File: config.mk
export PLATFORM = sky130hd
export DESIGN_NAME = multdiv_sequencer
export DESIGN_NICKNAME = d
export VERILOG_FILES = /design/src/rtl/multdiv_sequencer.sv
export SDC_FILE = /design/constraint.sdc
export NUM_CORES = 1
export LEC_CHECK = 0
export BUFFER_PORTS_ARGS = -buffer_cell sky130_fd_sc_hd__buf_2
export CORE_MARGIN = 2
export CORE_UTILIZATION = 50
export CTS_CLUSTER_SIZE = 8
export DETAILED_ROUTE_END_ITERATION = 8
export PLACE_DENSITY_LB_ADDON = 0.25
export SETUP_SLACK_MARGIN = 0.5
export SYNTH_ARGS = -nofsm -noshare
export SYNTH_HDL_FRONTEND = slang
export SYNTH_SLANG_ARGS = --single-unit
File: constraint.sdc
create_clock -name clk -period 4.3 [get_ports clk]
set_input_delay 0.43 -clock clk [delete_from_list [all_inputs] [get_ports clk]]
set_output_delay 0.43 -clock clk [all_outputs]
set_load 0.02 [all_outputs]
File: src/rtl/multdiv_sequencer.sv
// Purpose: shift-add multiply / restoring divide sequencer that owns the HI/LO registers.
// Latency: start edge E0, HI/LO written at E(WIDTH+2), done pulses the following cycle; div-by-zero ends at E1.
// Backpressure: stall holds HI/LO-dependent instructions while busy; start/mthi/mtlo are dropped while busy.
module multdiv_sequencer #(
    parameter int WIDTH = 32
) (
    input  logic             clk,
    input  logic             reset_n,
    input  logic             start,
    input  logic [1:0]       op,
    input  logic [WIDTH-1:0] operand_a,
    input  logic [WIDTH-1:0] operand_b,
    input  logic             mthi,
    input  logic             mtlo,
    input  logic [WIDTH-1:0] wdata,
    input  logic             mf_req,
    output logic [WIDTH-1:0] hi,
    output logic [WIDTH-1:0] lo,
    output logic             busy,
    output logic             done,
    output logic             stall
);

    localparam int CW = (WIDTH > 1) ? $clog2(WIDTH) : 1;
    localparam logic [CW-1:0] CNT_LAST = CW'(WIDTH - 1);

    localparam logic [1:0] OP_MULT = 2'd0;
    localparam logic [1:0] OP_DIV  = 2'd2;

    typedef enum logic [1:0] {
        S_IDLE,
        S_PREP,
        S_CALC,
        S_FIX
    } state_t;

    state_t               state_q;
    state_t               state_d;
    logic [1:0]           op_q;
    logic                 sign_a_q;
    logic                 sign_b_q;
    logic [WIDTH-1:0]     a_q;
    logic [WIDTH-1:0]     b_q;
    logic [2*WIDTH-1:0]   acc_q;
    logic [CW-1:0]        cnt_q;
    logic [WIDTH-1:0]     hi_q;
    logic [WIDTH-1:0]     lo_q;
    logic                 done_q;

    logic                 is_div;
    logic                 is_signed;
    logic [WIDTH-1:0]     mag_a;
    logic [WIDTH-1:0]     mag_b;
    logic                 div_by_zero;

    logic [WIDTH-1:0]     addend;
    logic [WIDTH:0]       mul_sum;
    logic [2*WIDTH-1:0]   mul_next;

    logic [WIDTH:0]       rem_sh;
    logic [WIDTH-1:0]     rem_diff;
    logic                 rem_ge;
    logic [2*WIDTH-1:0]   div_next;

    logic                 neg_prod;
    logic                 neg_quot;
    logic                 neg_rem;
    logic [2*WIDTH-1:0]   prod_fix;
    logic [WIDTH-1:0]     quot_fix;
    logic [WIDTH-1:0]     rem_fix;

    assign is_div      = op_q[1];
    assign is_signed   = ~op_q[0];
    assign mag_a       = (is_signed && a_q[WIDTH-1]) ? -a_q : a_q;
    assign mag_b       = (is_signed && b_q[WIDTH-1]) ? -b_q : b_q;
    assign div_by_zero = is_div && (b_q == '0);

    // Multiply step: acc = {partial product, remaining multiplier bits}
    assign addend   = acc_q[0] ? a_q : '0;
    assign mul_sum  = {1'b0, acc_q[2*WIDTH-1:WIDTH]} + {1'b0, addend};
    assign mul_next = {mul_sum, acc_q[WIDTH-1:1]};

    // Divide step: acc = {remainder, quotient}; rem_sh is the remainder after the left shift.
    // Remainder stays below the divisor, so the subtraction never needs the shifted-out bit.
    assign rem_sh   = acc_q[2*WIDTH-1:WIDTH-1];
    assign rem_diff = rem_sh[WIDTH-1:0] - b_q;
    assign rem_ge   = rem_sh >= {1'b0, b_q};
    assign div_next = {(rem_ge ? rem_diff : rem_sh[WIDTH-1:0]), acc_q[WIDTH-2:0], rem_ge};

    assign neg_prod = (op_q == OP_MULT) && (sign_a_q ^ sign_b_q);
    assign neg_quot = (op_q == OP_DIV) && (sign_a_q ^ sign_b_q);
    assign neg_rem  = (op_q == OP_DIV) && sign_a_q;
    assign prod_fix = neg_prod ? -acc_q : acc_q;
    assign quot_fix = neg_quot ? -acc_q[WIDTH-1:0] : acc_q[WIDTH-1:0];
    assign rem_fix  = neg_rem ? -acc_q[2*WIDTH-1:WIDTH] : acc_q[2*WIDTH-1:WIDTH];

    always_ff @(posedge clk or negedge reset_n) begin
        if (!reset_n) begin
            state_q <= S_IDLE;
        end else begin
            state_q <= state_d;
        end
    end

    always_comb begin
        state_d = state_q;
        unique case (state_q)
            S_IDLE:  if (start) state_d = S_PREP;
            S_PREP:  state_d = div_by_zero ? S_IDLE : S_CALC;
            S_CALC:  if (cnt_q == CNT_LAST) state_d = S_FIX;
            S_FIX:   state_d = S_IDLE;
            default: state_d = S_IDLE;
        endcase
    end

    always_ff @(posedge clk or negedge reset_n) begin
        if (!reset_n) begin
            op_q     <= '0;
            sign_a_q <= 1'b0;
            sign_b_q <= 1'b0;
            a_q      <= '0;
            b_q      <= '0;
            acc_q    <= '0;
            cnt_q    <= '0;
            hi_q     <= '0;
            lo_q     <= '0;
            done_q   <= 1'b0;
        end else begin
            done_q <= 1'b0;
            unique case (state_q)
                S_IDLE: begin
                    // start wins over a same-cycle MTHI/MTLO
                    if (start) begin
                        op_q     <= op;
                        a_q      <= operand_a;
                        b_q      <= operand_b;
                        sign_a_q <= operand_a[WIDTH-1];
                        sign_b_q <= operand_b[WIDTH-1];
                    end else begin
                        if (mthi) hi_q <= wdata;
                        if (mtlo) lo_q <= wdata;
                    end
                end
                S_PREP: begin
                    a_q   <= mag_a;
                    b_q   <= mag_b;
                    acc_q <= {{WIDTH{1'b0}}, (is_div ? mag_a : mag_b)};
                    cnt_q <= '0;
                    if (div_by_zero) done_q <= 1'b1;
                end
                S_CALC: begin
                    acc_q <= is_div ? div_next : mul_next;
                    cnt_q <= cnt_q + CW'(1);
                end
                S_FIX: begin
                    if (is_div) begin
                        lo_q <= quot_fix;
                        hi_q <= rem_fix;
                    end else begin
                        hi_q <= prod_fix[2*WIDTH-1:WIDTH];
                        lo_q <= prod_fix[WIDTH-1:0];
                    end
                    done_q <= 1'b1;
                end
                default: ;
            endcase
        end
    end

    assign hi    = hi_q;
    assign lo    = lo_q;
    assign busy  = (state_q != S_IDLE);
    assign done  = done_q;
    assign stall = busy & (start | mthi | mtlo | mf_req);

endmodule

==> results of run 1 <==
layout by cell type (no fill, tap or decap), types with 37 or more instances in the layout:
cell type,instances
and2_1,37
mux2i_1,37
a21o_1,57
dfrtp_1,202
a211oi_1,40
inv_1,76
o21ai_0,205
buf_2,169
nor2_1,188
xnor2_1,116
xor2_1,49
nor3_1,40
nand3_1,65
a21oi_1,202
ha_1,71
nand2_1,221
logic make-up after synthesis:
| logic type | after synthesis | synth area share [%] |
|---|---|---|
| AOI/OAI and AO/OA | 712 | 25.7 |
| xor gates and xnor gates | 165 | 8.50 |
| adders and majority gates | 76 | 5.68 |
| buffers and inverters | 211 | 5.14 |
| DFF | 204 | 30.0 |
| muxes | 69 | 5.71 |
| and+or+nand+nor | 686 | 19.3 |
sequential cells by signal, indices dropped and copies added (netlist names), named ones only:
name	flops
sign_a_q	1
acc_q	64
done	1
sign_b_q	1
b_q	32
cnt_q	5
lo	32
state_q	1
op_q	2
hi	32
a_q	32
area by class of cell:
class	instances	area, um2
repair buffers	205	1120
flip-flops and latches	204	5110
well taps	448	561
clock inverters	1	20.0
clock buffers	33	751
inverters	77	289
fillers	3216	14500
multi-input cells	1708	11100
worst register-to-register path, cell delays in order (launching register included):
cell and delay (ns):
dfrtp_2 0.50, buf_4 0.21, and2_1 0.16, ha_1 0.33
a21oi_1 0.14, o21ai_0 0.15, or4b_2 0.66, o21ai_1 0.37
o41ai_1 0.19, a31oi_1 0.25, xnor2_1 0.14, o21ai_0 0.09
o32ai_1 0.29
power groups by stage:
stage	Sequential (mW)	Combinational [mW]	Clock, mW
after floorplan	3.97	8.65	0
after global placement	4.20	12.0	0
after detailed placement	4.24	12.2	0
after CTS	4.21	12.2	2.11
after global routing	4.38	13.5	2.19
final	4.29	12.5	2.11
layer usage:
layer | track usage [%] | vias to the layer above
met3 | 6.61 | 114
met5 | 0 | -
met4 | 12.6 | 0
met1 | 51.7 | 8326
met2 | 55.4 | 961
li1 | - | 7878
worst max-delay path by stage:
stage | end | slack, ns | cells past startpoint
CTS | acc_q[61] | 0.50 | 11
floorplan | acc_q[61] | 0.97 | 11
global route | acc_q[61] | 0.50 | 11
finish | acc_q[62] | 0.70 | 12
detailed placement | acc_q[62] | 0.51 | 12
global placement | acc_q[62] | 0.61 | 12
metrics by stage:
stage / util (%) / instance area [um2] / power, mW / worst slack, ns
after floorplan: - / 17000 / 12.6 / 0.972
after global placement: 54.2 / 18200 / 16.2 / 0.614
after detailed placement: 54.2 / 18200 / 16.4 / 0.514
after CTS: 56.6 / 19000 / 18.5 / 0.501
after global routing: 56.6 / 19000 / 20.1 / 0.495
final: 56.6 / 19000 / 18.9 / 0.704
repair_timing:
item,in CTS,in global routing
endpoints found under the setup margin,3,17
pin swaps,0,0
resized for setup,2,7
buffers inserted,0,0
==> flow_metrics.tcl, run 1 <==
set metrics [dict create \
    r2r-start "acc_q[0]" \
    drt_iter0_markers 1909 \
    synth-seq-cells 204 \
    vias 17300 \
    top_layer_used "met4" \
    yosys-top-cells-area "dfrtp_1 30%, o21ai_0 6.1%, a21oi_1 6.0%, xnor2_1 6.0%, ha_1 5.4%" \
    cts_root_buf "clkbuf_16" \
    synth_top_area_cell "dfrtp_1" \
    switching_power_mw 10.2 \
    hold-worst-slack_ns -0.0165 \
    violations "hold timing" \
    clkSinkCount 204 \
    drcViolationCount 0 \
    tightestPinTransition_ns 1.04 \
    cts_buffer_depth 3 \
    hpwl_um 50400 \
    n_antenna_cell 0 \
    power_density_mw_per_mm2 997 \
    synth_common_cells "222 x nand2_1, 207 x o21ai_0, 205 x a21oi_1" \
    rsz0062_at_grt "yes" \
    critical_path_class "flip-flop to flip-flop" \
    rows 67 \
    synth.avg_cell_area_um2 8.01 \
    clk_pin_slew_worst_paths_ns 0.05 \
    routed_wl_um 65800 \
    nNetsFinal 2405 \
    cp.arrival_ns 4.06 \
    worst-path-buf-inv 1 \
    first_pass_iters 5 \
    drive_gt1_share_pct 14.0 \
    grt-ovfl-total 0 \
    place_congestion 1.01 \
    numCtsBuffers 29 \
    crit_fanout 14 \
    cp-end-kind "flip-flop" \
    io_pins 171 \
    route.met3.wl_um 6700 \
    r2r-end "acc_q[62]" \
    synth_edf_count 0 \
    hp-class "primary input to async pin" \
    tns_ns 0 \
    wl_per_cell_um 24.6 \
    synth_most_common_cell "nand2_1" \
    cp.required_ns 4.77 \
    synth-main-ff-cell "dfrtp_1" \
    grt_max_degree 109 \
    dp.cells 2642 \
    cts_max_level 1 \
    seqPwrFrac_pct 22.7 \
    synth-seq-area-share_pct 30.0 \
    wl_met2_um 28700 \
    die-area_mm2 0.0355 \
    min_period_ns 3.60 \
    reg2reg_depth 12 \
    grt_pass1_wl_um 98300 \
    status "finished with violations" \
    grt_usage_pct 36.3 \
    fmax_mhz 278 \
    die_w_um 188 \
    synth_nets 2303 \
    finalSetupViolCount 0 \
    timing.slew.headroom_pct 30.8 \
    antenna_found_initial 0 \
    cts_tree "built" \
    clock_latency_ns 0.59 \
    grt_pass1_vias 15900 \
    finalHoldViolations 4 \
    netSwitchingFraction_pct 54.1 \
    crit_chain "buf_4, and2_1, ha_1, a21oi_1, o21ai_0, or4b_2, o21ai_1, o41ai_1, a31oi_1, xnor2_1, o21ai_0, o32ai_1" \
    slowest_stage "or4b_2" \
    area_growth_pct 11.7 \
    final_max_slew_viol_count 0 \
    p_int_mw 8.69 \
    core_mm2 0.0335 \
    worstSetupStartpoint "acc_q[0]" \
    ant_nets 0 \
    cp-start-kind "flip-flop" \
    final_cells 2676 \
    fp.dieH_um 188 \
    start_util_pct 50.7 \
    syn-cell-area_mm2 0.0170 \
    peakVddDrop_mv 0.465 \
    ys_warn_count 0 \
    crit_path_frequent_cell "o21ai_0" \
    clock_skew_ns 0.0250 \
    leakagePower_nw 8.45 \
    cpLargestDelayFamily "compound AO/OA/AOI/OAI gates" \
    r2r_slack_ns 0.70 \
    maxCapViolations 0 \
    netlist_instances 2123 \
    async_reset_ff_share_pct 100 \
    slowest_delay_ns 0.66 \
    io_buffer_count 170 \
    p_comb_share_pct 66.2 \
    cts_hold_buffers 0 \
    viasPerCell 6.46 \
    finalCritPeriodShare_pct 83.6 \
    synth_top_area_share_pct 30.0 \
    wl_met1_um 28100 \
    clkPwrFrac_pct 11.1 \
    ys_types 91 \
]
Note: power is estimated with default switching activity, not from simulation.
==> run 2: changes to the inputs <==
==> constraint.sdc (replaced) <==
create_clock -name clk -period 3.7 [get_ports clk]
set_input_delay 0.37 -clock clk [delete_from_list [all_inputs] [get_ports clk]]
set_output_delay 0.37 -clock clk [all_outputs]
set_load 0.02 [all_outputs]
==> flow_metrics.tcl, run 2 (same netlist as run 1, synthesis figures left out) <==
set metrics [dict create \
    status "completed" \
    tns_ns 0 \
    grt_pass1_wl_um 101000 \
    die-area_mm2 0.0355 \
    tightestPinTransition_ns 1.03 \
    place_congestion 1.01 \
    cts_tree "built" \
    seqPwrFrac_pct 21.0 \
    maxCapViolations 0 \
    rows 67 \
    numCtsBuffers 30 \
    area_growth_pct 19.5 \
    drt_iter0_markers 1982 \
    p_total_mw 23.5 \
    antenna_found_initial 2 \
    finalSetupViolCount 0 \
    final_cell_mix "219 x nand2_1, 193 x a21oi_1, 192 x o21ai_0" \
    cts_buffer_depth 3 \
    vias 17700 \
    peakVddDrop_mv 0.589 \
    core_mm2 0.0335 \
    rsz0062_at_grt "yes" \
    switching_power_mw 12.6 \
    cp.arrival_ns 3.61 \
    grt_max_degree 95 \
    nNetsFinal 2476 \
    hp-class "primary input to flip-flop" \
    clkPwrFrac_pct 10.9 \
    multi_input_area_mm2 0.0118 \
    power_density_mw_per_mm2 1160 \
    grt_pass1_vias 16300 \
    die_w_um 188 \
    clk_pin_slew_worst_paths_ns 0.06 \
    drcViolationCount 0 \
    place_ws_ns 0.164 \
    p_int_mw 10.9 \
    critical_path_class "flip-flop to flip-flop" \
    regMostFlops "acc_q" \
    crit_fanout 6 \
    cts_root_buf "clkbuf_16" \
    cp.required_ns 4.11 \
    ant_nets 0 \
    clock_skew_ns 0.0402 \
    finalCritPeriodShare_pct 86.7 \
    netSwitchingFraction_pct 53.5 \
    fmax_mhz 312 \
    layout_setup_ws_ns 0.493 \
    min_period_ns 3.21 \
    grt-ovfl-total 0 \
    leakagePower_nw 8.89 \
    final_common_cell "nand2_1" \
    p_comb_share_pct 68.1 \
    routed_wl_um 68600 \
    seq_area_mm2 0.00513 \
    fp.dieH_um 188 \
    io_pins 171 \
    drive_gt1_share_pct 21.8 \
    final_max_slew_viol_count 0 \
    io_buffer_count 170 \
    largest_register_ff_count 64 \
    clkSinkCount 204 \
    timing.slew.headroom_pct 31.3 \
    viasPerCell 6.43 \
    utilization_pct 60.6 \
    start_util_pct 50.7 \
    fillers 2973 \
    finalHoldViolations 0 \
    clock_latency_ns 0.60 \
    first_pass_iters 6 \
    wl_per_cell_um 24.9 \
    cp-start-kind "flip-flop" \
    cts_max_level 1 \
    grt_usage_pct 37.3 \
    cp-end-kind "flip-flop" \
    hpwl_um 52300 \
]
## run 2: routing by layer
metal | part of all wire, % | track usage, % | routed length (um)
met5 | 0.019 | 0 | 13
met4 | 5.2 | 17.7 | 3550
met3 | 11 | 8.74 | 7610
met2 | 42 | 54.4 | 28800
met1 | 42 | 52.2 | 28600
## run 2: worst max-delay path, stage by stage, from the launching register on
cell	delay, ns
dfrtp_1	0.46
inv_1	0.15
nor2_1	0.30
ha_1	0.41
a21o_1	0.25
o21bai_1	0.20
nor3_1	0.34
o41ai_4	0.16
a41o_1	0.24
a31oi_2	0.21
mux2i_1	0.22
a211oi_1	0.07
## run 2: cell type report
type	count	area share (%)
Antenna cell	1	0.0123
Tap cell	448	2.76
Clock inverter	4	0.345
Sequential cell	204	25.3
Multi-Input combinational cell	1708	58.1
Timing Repair Buffer	275	8.37
Clock buffer	32	3.73
Inverter	77	1.45
## run 2: what timing repair did
| item | in CTS | in global routing |
|---|---|---|
| hold endpoints to repair | 83 | 0 |
| gates resized for setup | 47 | 126 |
| pin swaps | 8 | 32 |
| setup buffers | 12 | 15 |
| endpoints found under the setup margin | 41 | 50 |
| hold buffers | 1 | 0 |
| cloned | 0 | 1 |
## run 2: metrics by stage
stage | cell area, um2 | hold slack (ns) | std cells
global route | 20300 | 0.0331 | 2748
CTS | 19700 | 0.0129 | 2732
global placement | 18500 | 0.454 | 2683
floorplan | 17000 | 0.0744 | 2123
finish | 20300 | 0.0180 | 2749
detailed placement | 18500 | 0.462 | 2683
## run 2: power by group through the flow
stage	logic [mW]	clock network (mW)	registers, mW
2_1_floorplan	10.1	0	4.61
5_1_grt	17.2	2.66	5.02
4_1_cts	15.1	2.57	4.78
3_5_place_dp	14.7	0	4.81
3_3_place_gp	14.6	0	4.77
6_report	16.0	2.57	4.93
## run 2: path summary, 6_finish.rpt
path | startpoint | to | slack [ns] | cells after the start
min in group asynchronous | reset_n | hi[21] | 0.40 | 2
setup reg to reg | a_q[20] | acc_q[60] | 0.49 | 11
setup / recovery | a_q[20] | acc_q[60] | 0.49 | 11
hold reg to reg | hi[15] | hi[15] | 0.47 | 1
max in group asynchronous | reset_n | acc_q[0] | 2.35 | 3
hold / removal | operand_b[8] | b_q[8] | 0.02 | 3
==> run 3: changes to the inputs <==
--- a/config.mk
+++ b/config.mk
@@ -10,7 +10,8 @@
 export CORE_UTILIZATION = 50
 export CTS_CLUSTER_SIZE = 8
 export DETAILED_ROUTE_END_ITERATION = 8
-export PLACE_DENSITY_LB_ADDON = 0.25
+export HOLD_SLACK_MARGIN = 0.15
+export PLACE_DENSITY = 0.73
 export SETUP_SLACK_MARGIN = 0.5
 export SYNTH_ARGS = -nofsm -noshare
 export SYNTH_HDL_FRONTEND = slang
==> flow_metrics.tcl, run 3 (same netlist as run 1, synthesis figures left out) <==
set metrics [dict create \
    clock_latency_ns 0.58 \
    drt_iter0_markers 2203 \
    wl_per_cell_um 24.1 \
    start_util_pct 50.7 \
    seqPwrFrac_pct 21.9 \
    antenna_found_initial 1 \
    io_pins 171 \
    place_congestion 1.03 \
    final_cells 2772 \
    rows 67 \
    finalHoldViolations 0 \
    area_growth_pct 19.5 \
    cp-start-kind "flip-flop" \
    viasPerCell 6.51 \
    maxCapViolations 0 \
    cts_root_buf "clkbuf_16" \
    clock_skew_ns 0.0185 \
    final_cell_mix "221 x nand2_1, 191 x a21oi_1, 190 x o21ai_0" \
    final_common_cell "nand2_1" \
    clkSinkCount 204 \
    nNetsFinal 2502 \
    r2r_slack_ns 0.48 \
    fillers 2986 \
    peakVddDrop_mv 0.733 \
    leakagePower_nw 8.92 \
    hp-class "primary input to flip-flop" \
    place_ws_ns 0.266 \
    cts_max_level 1 \
    tightestPinTransition_ns 0.945 \
    clk_pin_slew_worst_paths_ns 0.05 \
    tns_ns 0 \
    status "completed" \
    cts_buffer_depth 3 \
    dp.cells 2671 \
    finalCritPeriodShare_pct 87.0 \
    final_max_slew_viol_count 0 \
    utilization_pct 60.6 \
    power_density_mw_per_mm2 1120 \
    timing.slew.headroom_pct 36.5 \
    hpwl_um 50700 \
    p_comb_share_pct 67.6 \
    n_antenna_cell 0 \
    cp-end-kind "flip-flop" \
    core_mm2 0.0335 \
    grt_max_degree 87 \
    die_w_um 188 \
    io_buffer_count 170 \
    layout_setup_ws_ns 0.479 \
    seq_area_mm2 0.00512 \
    fp.dieH_um 188 \
    cp.arrival_ns 3.68 \
    critical_path_class "flip-flop to flip-flop" \
    drive_gt1_share_pct 19.1 \
    first_pass_iters 8 \
    cts_tree "built" \
    vias 18100 \
    multi_input_area_mm2 0.0116 \
    largest_register_ff_count 64 \
    p_int_mw 10.6 \
    fmax_mhz 310 \
    grt-ovfl-total 0 \
    clkPwrFrac_pct 10.5 \
    rsz0062_at_grt "yes" \
    numCtsBuffers 29 \
    regMostFlops "acc_q" \
    drcViolationCount 0 \
    cp.required_ns 4.16 \
    ant_nets 0 \
    min_period_ns 3.22 \
    grt_pass1_wl_um 98700 \
    routed_wl_um 66900 \
    crit_fanout 16 \
    die-area_mm2 0.0355 \
    finalSetupViolCount 0 \
    switching_power_mw 12.2 \
    grt_usage_pct 36.1 \
    netSwitchingFraction_pct 53.6 \
    grt_pass1_vias 16600 \
]
run 3: cell types whose count changed in the layout (fill, tap and decap cells not counted), sizes merged:
cell,previous run,this run
clkinvlp,1,0
bufinv,1,0
clkinv,4,2
dlygate4sd3,1,45
diode,1,0
inv,75,77
buf,273,255
run 3: area by class of cell:
cell class,instances,area share (%)
clock buffers,31,3.61
clock inverters,2,0.123
inverters,77,1.42
multi-input cells,1708,57.0
flip-flops and latches,204,25.2
well taps,448,2.76
repair buffers,302,9.90
run 3: power by group through the flow:
stage	clock, mW	sequential, mW	combinational [mW]
4_1_cts	2.41	4.84	14.5
5_1_grt	2.50	5.07	16.5
3_3_place_gp	0	4.82	14.1
6_report	2.40	4.98	15.4
3_5_place_dp	0	4.87	14.3
2_1_floorplan	0	4.61	10.1
run 3: path summary, 6_finish.rpt:
kind / start / endpoint / cells past startpoint
max: b_q[2] / acc_q[59] / 12
min: operand_a[14] / a_q[14] / 3
max reg2reg: b_q[2] / acc_q[59] / 12
min reg2reg: hi[18] / hi[18] / 1
max in group asynchronous: reset_n / a_q[14] / 3
min in group asynchronous: reset_n / hi[25] / 2
run 3: through the flow:
stage / power, mW / cell area (um2) / hold WS [ns]
global placement: 18.9 / 18400 / 0.454
CTS: 21.8 / 19800 / 0.151
global route: 24.1 / 20300 / 0.164
detailed placement: 19.2 / 18400 / 0.462
finish: 22.8 / 20300 / 0.160
floorplan: 14.7 / 17000 / 0.0744
run 3: critical path: stages, from the launching register on:
cell and delay [ns]:
dfrtp_1 0.44, inv_1 0.16, ha_4 0.32, nand3_1 0.10
o21bai_1 0.21, a21o_1 0.23, a211o_1 0.36, a21oi_4 0.19
o311a_1 0.22, nor2_1 0.05, buf_4 0.20, o311a_1 0.36
o32ai_1 0.25
run 3: per-layer routing:
metal / up-vias / GRT usage [%] / wire length, um
met5: - / 0 / 0
met4: 0 / 14.9 / 3500
met3: 195 / 7.71 / 7880
met2: 1231 / 55.4 / 28700
met1: 8559 / 49.7 / 26800
li1: 8072 / - / -
run 3: what timing repair did:
item | 4_1_cts | 5_1_grt
hold buffers | 45 | 0
buffers inserted | 3 | 18
pin swaps | 6 | 13
hold endpoints to repair | 124 | 0
cloned | 0 | 2
setup endpoints to repair | 27 | 57
resized for setup | 34 | 90
